==> src/rtl/dot_marge_to_pixel_converter_pkg.sv <==
`default_nettype none
// ---------------------------------------------------------------------------
// Module      : dot_marge_to_pixel_converter_pkg
// Description : RGBA4444 field layout, layer count and per-channel alpha blend
//               shared by the pixel converter and its storage.
// Revision    : 1.0 - initial release
// ---------------------------------------------------------------------------
package dot_marge_to_pixel_converter_pkg;

   localparam int DOT_W      = 16;
   localparam int CH_W       = 4;
   localparam int PIX_W      = 12;
   localparam int NUM_LAYERS = 10;

   localparam int A_MSB = 15;
   localparam int A_LSB = 12;
   localparam int R_MSB = 11;
   localparam int R_LSB = 8;
   localparam int G_MSB = 7;
   localparam int G_LSB = 4;
   localparam int B_MSB = 3;
   localparam int B_LSB = 0;

   // Alpha 4'hF is promoted to a weight of 16 so an opaque layer fully
   // replaces the destination instead of leaving a 1/16 residue.
   function automatic logic [CH_W-1:0] blend_channel(
      input logic [CH_W-1:0] src,
      input logic [CH_W-1:0] dst,
      input logic [CH_W-1:0] alpha
   );
      logic [4:0] w;
      logic [7:0] acc;
      w   = (alpha == 4'hF) ? 5'd16 : {1'b0, alpha};
      acc = ({4'd0, src} * {3'd0, w}) + ({4'd0, dst} * {3'd0, 5'd16 - w});
      return 4'(acc >> 4);
   endfunction

   // Blend one RGBA4444 dot over an RGB444 destination.
   function automatic logic [PIX_W-1:0] blend_pixel(
      input logic [DOT_W-1:0] dot,
      input logic [PIX_W-1:0] dst
   );
      logic [CH_W-1:0] a;
      a = dot[A_MSB:A_LSB];
      return {blend_channel(dot[R_MSB:R_LSB], dst[11:8], a),
              blend_channel(dot[G_MSB:G_LSB], dst[7:4],  a),
              blend_channel(dot[B_MSB:B_LSB], dst[3:0],  a)};
   endfunction

endpackage
`default_nettype wire

==> src/rtl/dot_marge_to_pixel_converter_sync_pixel_fifo.sv <==
`default_nettype none
// ---------------------------------------------------------------------------
// Module      : sync_pixel_fifo
// Description : Single-clock FIFO with registered read data, a one-cycle read
//               valid strobe and an occupancy count output.
// Revision    : 1.0 - initial release
// ---------------------------------------------------------------------------
module sync_pixel_fifo #(
   parameter int DEPTH = 16,
   parameter int WIDTH = 12
) (
   input  logic                       clk,
   input  logic                       rst_n,
   input  logic                       wr_en,
   input  logic [WIDTH-1:0]           wr_data,
   input  logic                       rd_en,
   output logic [WIDTH-1:0]           rd_data,
   output logic                       rd_valid,
   output logic [$clog2(DEPTH):0]     count
);

   localparam int PTR_W = $clog2(DEPTH);
   localparam int CNT_W = PTR_W + 1;

   logic [WIDTH-1:0] mem [DEPTH];
   logic [PTR_W-1:0] wr_ptr;
   logic [PTR_W-1:0] rd_ptr;
   logic             wr_fire;
   logic             rd_fire;

   assign wr_fire = wr_en & (count != CNT_W'(DEPTH));
   assign rd_fire = rd_en & (count != '0);

   // Storage array; contents need no reset because count gates every read.
   always_ff @(posedge clk) begin
      if (wr_fire) begin
         mem[wr_ptr] <= wr_data;
      end
   end

   // Pointers wrap naturally since DEPTH is a power of two.
   always_ff @(posedge clk) begin
      if (!rst_n) begin
         wr_ptr   <= '0;
         rd_ptr   <= '0;
         count    <= '0;
         rd_data  <= '0;
         rd_valid <= 1'b0;
      end else begin
         rd_valid <= rd_fire;
         if (wr_fire) begin
            wr_ptr <= wr_ptr + 1'b1;
         end
         if (rd_fire) begin
            rd_ptr  <= rd_ptr + 1'b1;
            rd_data <= mem[rd_ptr];
         end
         case ({wr_fire, rd_fire})
            2'b10:   count <= count + 1'b1;
            2'b01:   count <= count - 1'b1;
            default: count <= count;
         endcase
      end
   end

endmodule
`default_nettype wire

==> src/rtl/dot_marge_to_pixel_converter.sv <==
`default_nettype none
// ---------------------------------------------------------------------------
// Module      : dot_marge_to_pixel_converter
// Description : Blends ten RGBA4444 layer dots back-to-front over black,
//               registers the RGB444 result and queues it in a pixel FIFO.
// Revision    : 1.0 - initial release
// ---------------------------------------------------------------------------
module dot_marge_to_pixel_converter
   import dot_marge_to_pixel_converter_pkg::*;
#(
   parameter int pColorDepth   = 16,
   parameter int pFifoDepth    = 16,
   parameter int pFifoBitWidth = pColorDepth - pColorDepth / 4
) (
   input  logic                     iClk,
   input  logic                     iRst,
   input  logic [pColorDepth-1:0]   iDistantground,
   input  logic [pColorDepth-1:0]   iBackground,
   input  logic [pColorDepth-1:0]   iField,
   input  logic [pColorDepth-1:0]   iNpc,
   input  logic [pColorDepth-1:0]   iPlayer,
   input  logic [pColorDepth-1:0]   iObject,
   input  logic [pColorDepth-1:0]   iEffect1,
   input  logic [pColorDepth-1:0]   iEffect2,
   input  logic [pColorDepth-1:0]   iForeground,
   input  logic [pColorDepth-1:0]   iMenuWindow,
   input  logic                     iEds,
   output logic                     oFull,
   output logic [pFifoBitWidth-1:0] oDd,
   output logic                     oVdd,
   input  logic                     iEdd,
   output logic                     oEmp
);

   localparam int CNT_W = $clog2(pFifoDepth) + 1;

   logic [DOT_W-1:0]         layers [NUM_LAYERS];
   logic [PIX_W-1:0]         blended;
   logic [pFifoBitWidth-1:0] blend_reg;
   logic                     blend_vld;
   logic [CNT_W-1:0]         fifo_count;

   // Layer list ordered back to front; index 0 is blended first.
   always_comb begin
      layers[0] = iDistantground;
      layers[1] = iBackground;
      layers[2] = iField;
      layers[3] = iNpc;
      layers[4] = iPlayer;
      layers[5] = iObject;
      layers[6] = iEffect1;
      layers[7] = iEffect2;
      layers[8] = iForeground;
      layers[9] = iMenuWindow;
   end

   // Combinational blend chain starting from a black destination.
   always_comb begin
      blended = '0;
      for (int i = 0; i < NUM_LAYERS; i++) begin
         blended = blend_pixel(layers[i], blended);
      end
   end

   // One-stage pipeline; strobes arriving while full never load it.
   always_ff @(posedge iClk) begin
      if (!iRst) begin
         blend_reg <= '0;
         blend_vld <= 1'b0;
      end else begin
         blend_vld <= iEds & ~oFull;
         if (iEds & ~oFull) begin
            blend_reg <= blended;
         end
      end
   end

   // Full one entry early leaves room for the pixel already in the pipeline.
   assign oFull = (fifo_count >= CNT_W'(pFifoDepth - 1));
   assign oEmp  = (fifo_count == '0);

   sync_pixel_fifo #(
      .DEPTH (pFifoDepth),
      .WIDTH (pFifoBitWidth)
   ) u_fifo (
      .clk      (iClk),
      .rst_n    (iRst),
      .wr_en    (blend_vld),
      .wr_data  (blend_reg),
      .rd_en    (iEdd),
      .rd_data  (oDd),
      .rd_valid (oVdd),
      .count    (fifo_count)
   );

endmodule
`default_nettype wire

==> config.mk <==
export PLATFORM = sky130hd
export DESIGN_NAME = dot_marge_to_pixel_converter
export DESIGN_NICKNAME = d
export VERILOG_FILES = /design/src/rtl/dot_marge_to_pixel_converter_pkg.sv /design/src/rtl/dot_marge_to_pixel_converter_sync_pixel_fifo.sv /design/src/rtl/dot_marge_to_pixel_converter.sv
export SDC_FILE = /design/constraint.sdc
export NUM_CORES = 2
export LEC_CHECK = 0
export ABC_AREA = 1
export ABC_CLOCK_PERIOD_IN_PS = 44800
export BUFFER_PORTS_ARGS = -buffer_cell sky130_fd_sc_hd__buf_2
export CAP_MARGIN = 10
export CORE_ASPECT_RATIO = 1.1
export CORE_MARGIN = 2
export CORE_UTILIZATION = 65
export DETAILED_ROUTE_END_ITERATION = 16
export GPL_ROUTABILITY_DRIVEN = 0
export PLACE_DENSITY = 0.83
export SYNTH_ARGS = -nofsm -noshare
export SYNTH_HDL_FRONTEND = slang
export SYNTH_HIERARCHICAL = 1
export SYNTH_SLANG_ARGS = --single-unit
==> constraint.sdc <==
create_clock -name iClk -period 44.8 [get_ports iClk]
set_input_delay 6.72 -clock iClk [delete_from_list [all_inputs] [get_ports iClk]]
set_output_delay 6.72 -clock iClk [all_outputs]
set_load 0.01 [all_outputs]
==> results by group <==
Drt
  • WL/cell: 15.5 microns
  • Routed WL: 101000 microns
  • Routed vias: 35400
  • ANT nets after route: 0
  • Residual DRC: 0
  • DRT iter0 DRCs: 2230
  • DRT Pass-1 Iters: 8
  • Via density: 5.39

Setup path
  • Worst Path Buf+Inv: 19
  • CP endpoint: blend_reg[3]
  • Type of the worst setup path: input port to register
  • Most used cell, CP: fa_1
  • Stages on worst setup path: 154
  • Depth of the most critical reg-to-reg path: 14
  • CP max stage cell: xor2_1
  • Cell family with most CP delay: adder cells
  • RR Endpoint: u_fifo/count[4]
  • Worst Path Arrival: 42.32 ns
  • Worst-path maximum fanout: 10
  • Setup crit start: iDistantground[13]
  • Worst R2R Start: u_fifo/count[1]
  • R2R Setup Slk: 41.86 ns
  • CP required: 45.21 ns
  • Max stage delay on crit path: 0.58 ns
  • Startpoint Class: input port
  • Critical Path Sink Type: register

Global route
  • Initial antenna violation count: 10
  • Number of global-route vias before repair: 36400
  • Global Route Usage Sum: 0.310
  • Largest net degree at the start of global routing: 99
  • Grt total ovfl: 0
  • First-pass GRT wire length: 171000 microns

Logic synthesis
  • YS warnings: 6
  • Mapped Area: 42700 sq um
  • Main synth FF type: edfxtp_1
  • Most frequent cell after synthesis: inv_1
  • Area contributors post-synth: fa_1 (27%), edfxtp_1 (14%), ha_1 (13%)
  • Syn nets: 6746
  • Ys async rst share: 0
  • Mean area per synthesized cell: 7.69 sq um
  • Seq/Total Area, Yosys: 0.153
  • Top post-synthesis cells by count: inv_1 (1415), nor2_1 (887), nand2_1 (861)
  • Flops & latches, synth: 231
  • Largest area contributor in the netlist: fa_1
  • Synth cell types: 50
  • Synth top area share: 0.273
  • EDFF count, synth: 192
  • Post-Synthesis Cells: 5549

STA
  • Setup violations, final: 0
  • Worst slew margin: 0.148
  • Final Hold Viols: 0
  • Fin crit share: 0.935
  • Setup TNS Final: 0 ns
  • Worst Skew: 0.00815 ns
  • Slew Viols, Final: 0
  • Fmax: 23.9 MHz
  • Worst-Margin Slew: 1.27 ns
  • RSZ-0062 raised after global routing: no
  • Fin crit period: 41.91 ns

Die
  • DIE WIDTH: 248 microns
  • Die area: 67800 sq um
  • # rows: 98
  • Initial Utilization: 0.657
  • Core area: 65000 sq um
  • Die Ht: 273 microns
  • I/O pins: 179

Layout
  • Largest register FFs: 192
  • Share of layout cells above drive strength 1: 0.0765
  • Synth-to-layout area growth: 5.76%
  • Final std cells w/o fill: 6555
  • # fillers: 5253
  • Nets: 6876
  • Finished Cell Area: 45200 sq um

Clock tree
  • CTS tree: built
  • TritonCTS Buffers: 23
  • Setup Buffers After CTS: 0
  • Worst-Skew Late Latency: 0.51 ns
  • # hold bufs at CTS: 0
  • Deepest clock path buffer count: 3
  • Number of gates resized after cts: 0
  • # H-tree levels: 1
  • CTS root buffer: clkbuf_16
  • Clock slew at reported path FFs: 0.06 ns
  • Clock Sinks: 231

Placed design
  • HPWL Detailed: 82000 microns
  • Inst Count DP: 6504
  • Input/output buffers: 178
  • Placed Area: 44400 sq um

Run
  • Max-Cap Viols: 0

Hold path
  • Class of the worst hold path: register to register

Outcome
  • Outcome: finished, final reports clean
-- cell usage in the layout (no fill, tap or decap), types with 4 or more instances in the layout --
| cell type | count |
|---|---|
| inv_1 | 1415 |
| nor2_1 | 887 |
| nand2_1 | 861 |
| fa_1 | 583 |
| ha_1 | 450 |
| nand3_1 | 324 |
| edfxtp_1 | 192 |
| buf_2 | 178 |
| xor2_1 | 113 |
| xnor2_1 | 91 |
| a21oi_1 | 90 |
| nand2_2 | 77 |
| or2_2 | 52 |
| nand4_1 | 50 |
| dfxtp_1 | 38 |
| nor3_1 | 37 |
| clkinv_1 | 27 |
| nand3_2 | 26 |
| o31a_1 | 24 |
| clkbuf_16 | 24 |
| buf_4 | 24 |
| nor4_1 | 22 |
| inv_2 | 19 |
| o21ai_0 | 14 |
| o21a_1 | 11 |
| diode_2 | 9 |
| o22ai_1 | 6 |
| nand3b_1 | 6 |
| o21bai_1 | 6 |
| clkinv_2 | 6 |
| nor4_2 | 5 |
| nor2_2 | 4 |
-- logic make-up after synthesis --
kind of cell             Yosys count  synth area share
AND/OR/NAND/NOR                 2362             0.236
buffers and inverters           1558             0.140
adder cells (fa/ha/maj)         1033             0.405
AO/OA/AOI/OAI                    161            0.0233
flip-flops                       231             0.153
XOR/XNOR                         204            0.0418
-- layout make-up --
type,count,area [sq um],area share
Antenna cell,9,22.5,0.000499
Timing Repair Buffer,202,1070,0.0237
Multi-Input combinational cell,3760,30200,0.669
Sequential cell,231,6550,0.145
Clock inverter,13,106,0.00236
Inverter,1461,5490,0.122
Tap cell,850,1060,0.0236
Clock buffer,29,649,0.0144
-- worst min-delay path, delay by kind of cell (launching register included) --
family | cells | cell delay [ns]
AND/OR/NAND/NOR | 1 | 0.07
AO/OA/AOI/OAI | 1 | 0.05
flip-flops | 1 | 0.33
-- per-stage QoR --
step | util | worst slack [ns] | hold slack, ns
after floorplan | - | 5.72 | 0.472
after global routing | 0.695 | 0.763 | 0.538
after CTS | 0.694 | 3.23 | 0.501
final | 0.695 | 2.89 | 0.504
after global placement | 0.683 | 3.42 | 0.488
after detailed placement | 0.683 | 2.79 | 0.491
-- worst min path at each step --
stage                           from                to  depth (start not counted)
global placement    u_fifo/wr_ptr[3]  u_fifo/wr_ptr[3]                          2
floorplan           u_fifo/wr_ptr[3]  u_fifo/wr_ptr[3]                          2
global route        u_fifo/wr_ptr[3]  u_fifo/wr_ptr[3]                          2
CTS                 u_fifo/wr_ptr[3]  u_fifo/wr_ptr[3]                          2
detailed placement  u_fifo/wr_ptr[3]  u_fifo/wr_ptr[3]                          2
finish              u_fifo/wr_ptr[3]  u_fifo/wr_ptr[3]                          2
-- metal layers --
layer  track usage  vias to the layer above  wire, microns
li1              -                    16800              -
met1         0.406                    16900          41500
met2         0.537                     1345          49300
met3        0.0317                      258           7210
met4         0.104                       10           3250
met5             0                        -             62
Power is left out: the tool's default activity adds up to more than one toggle a clock period on the data nets, which glitch-free logic cannot reach.
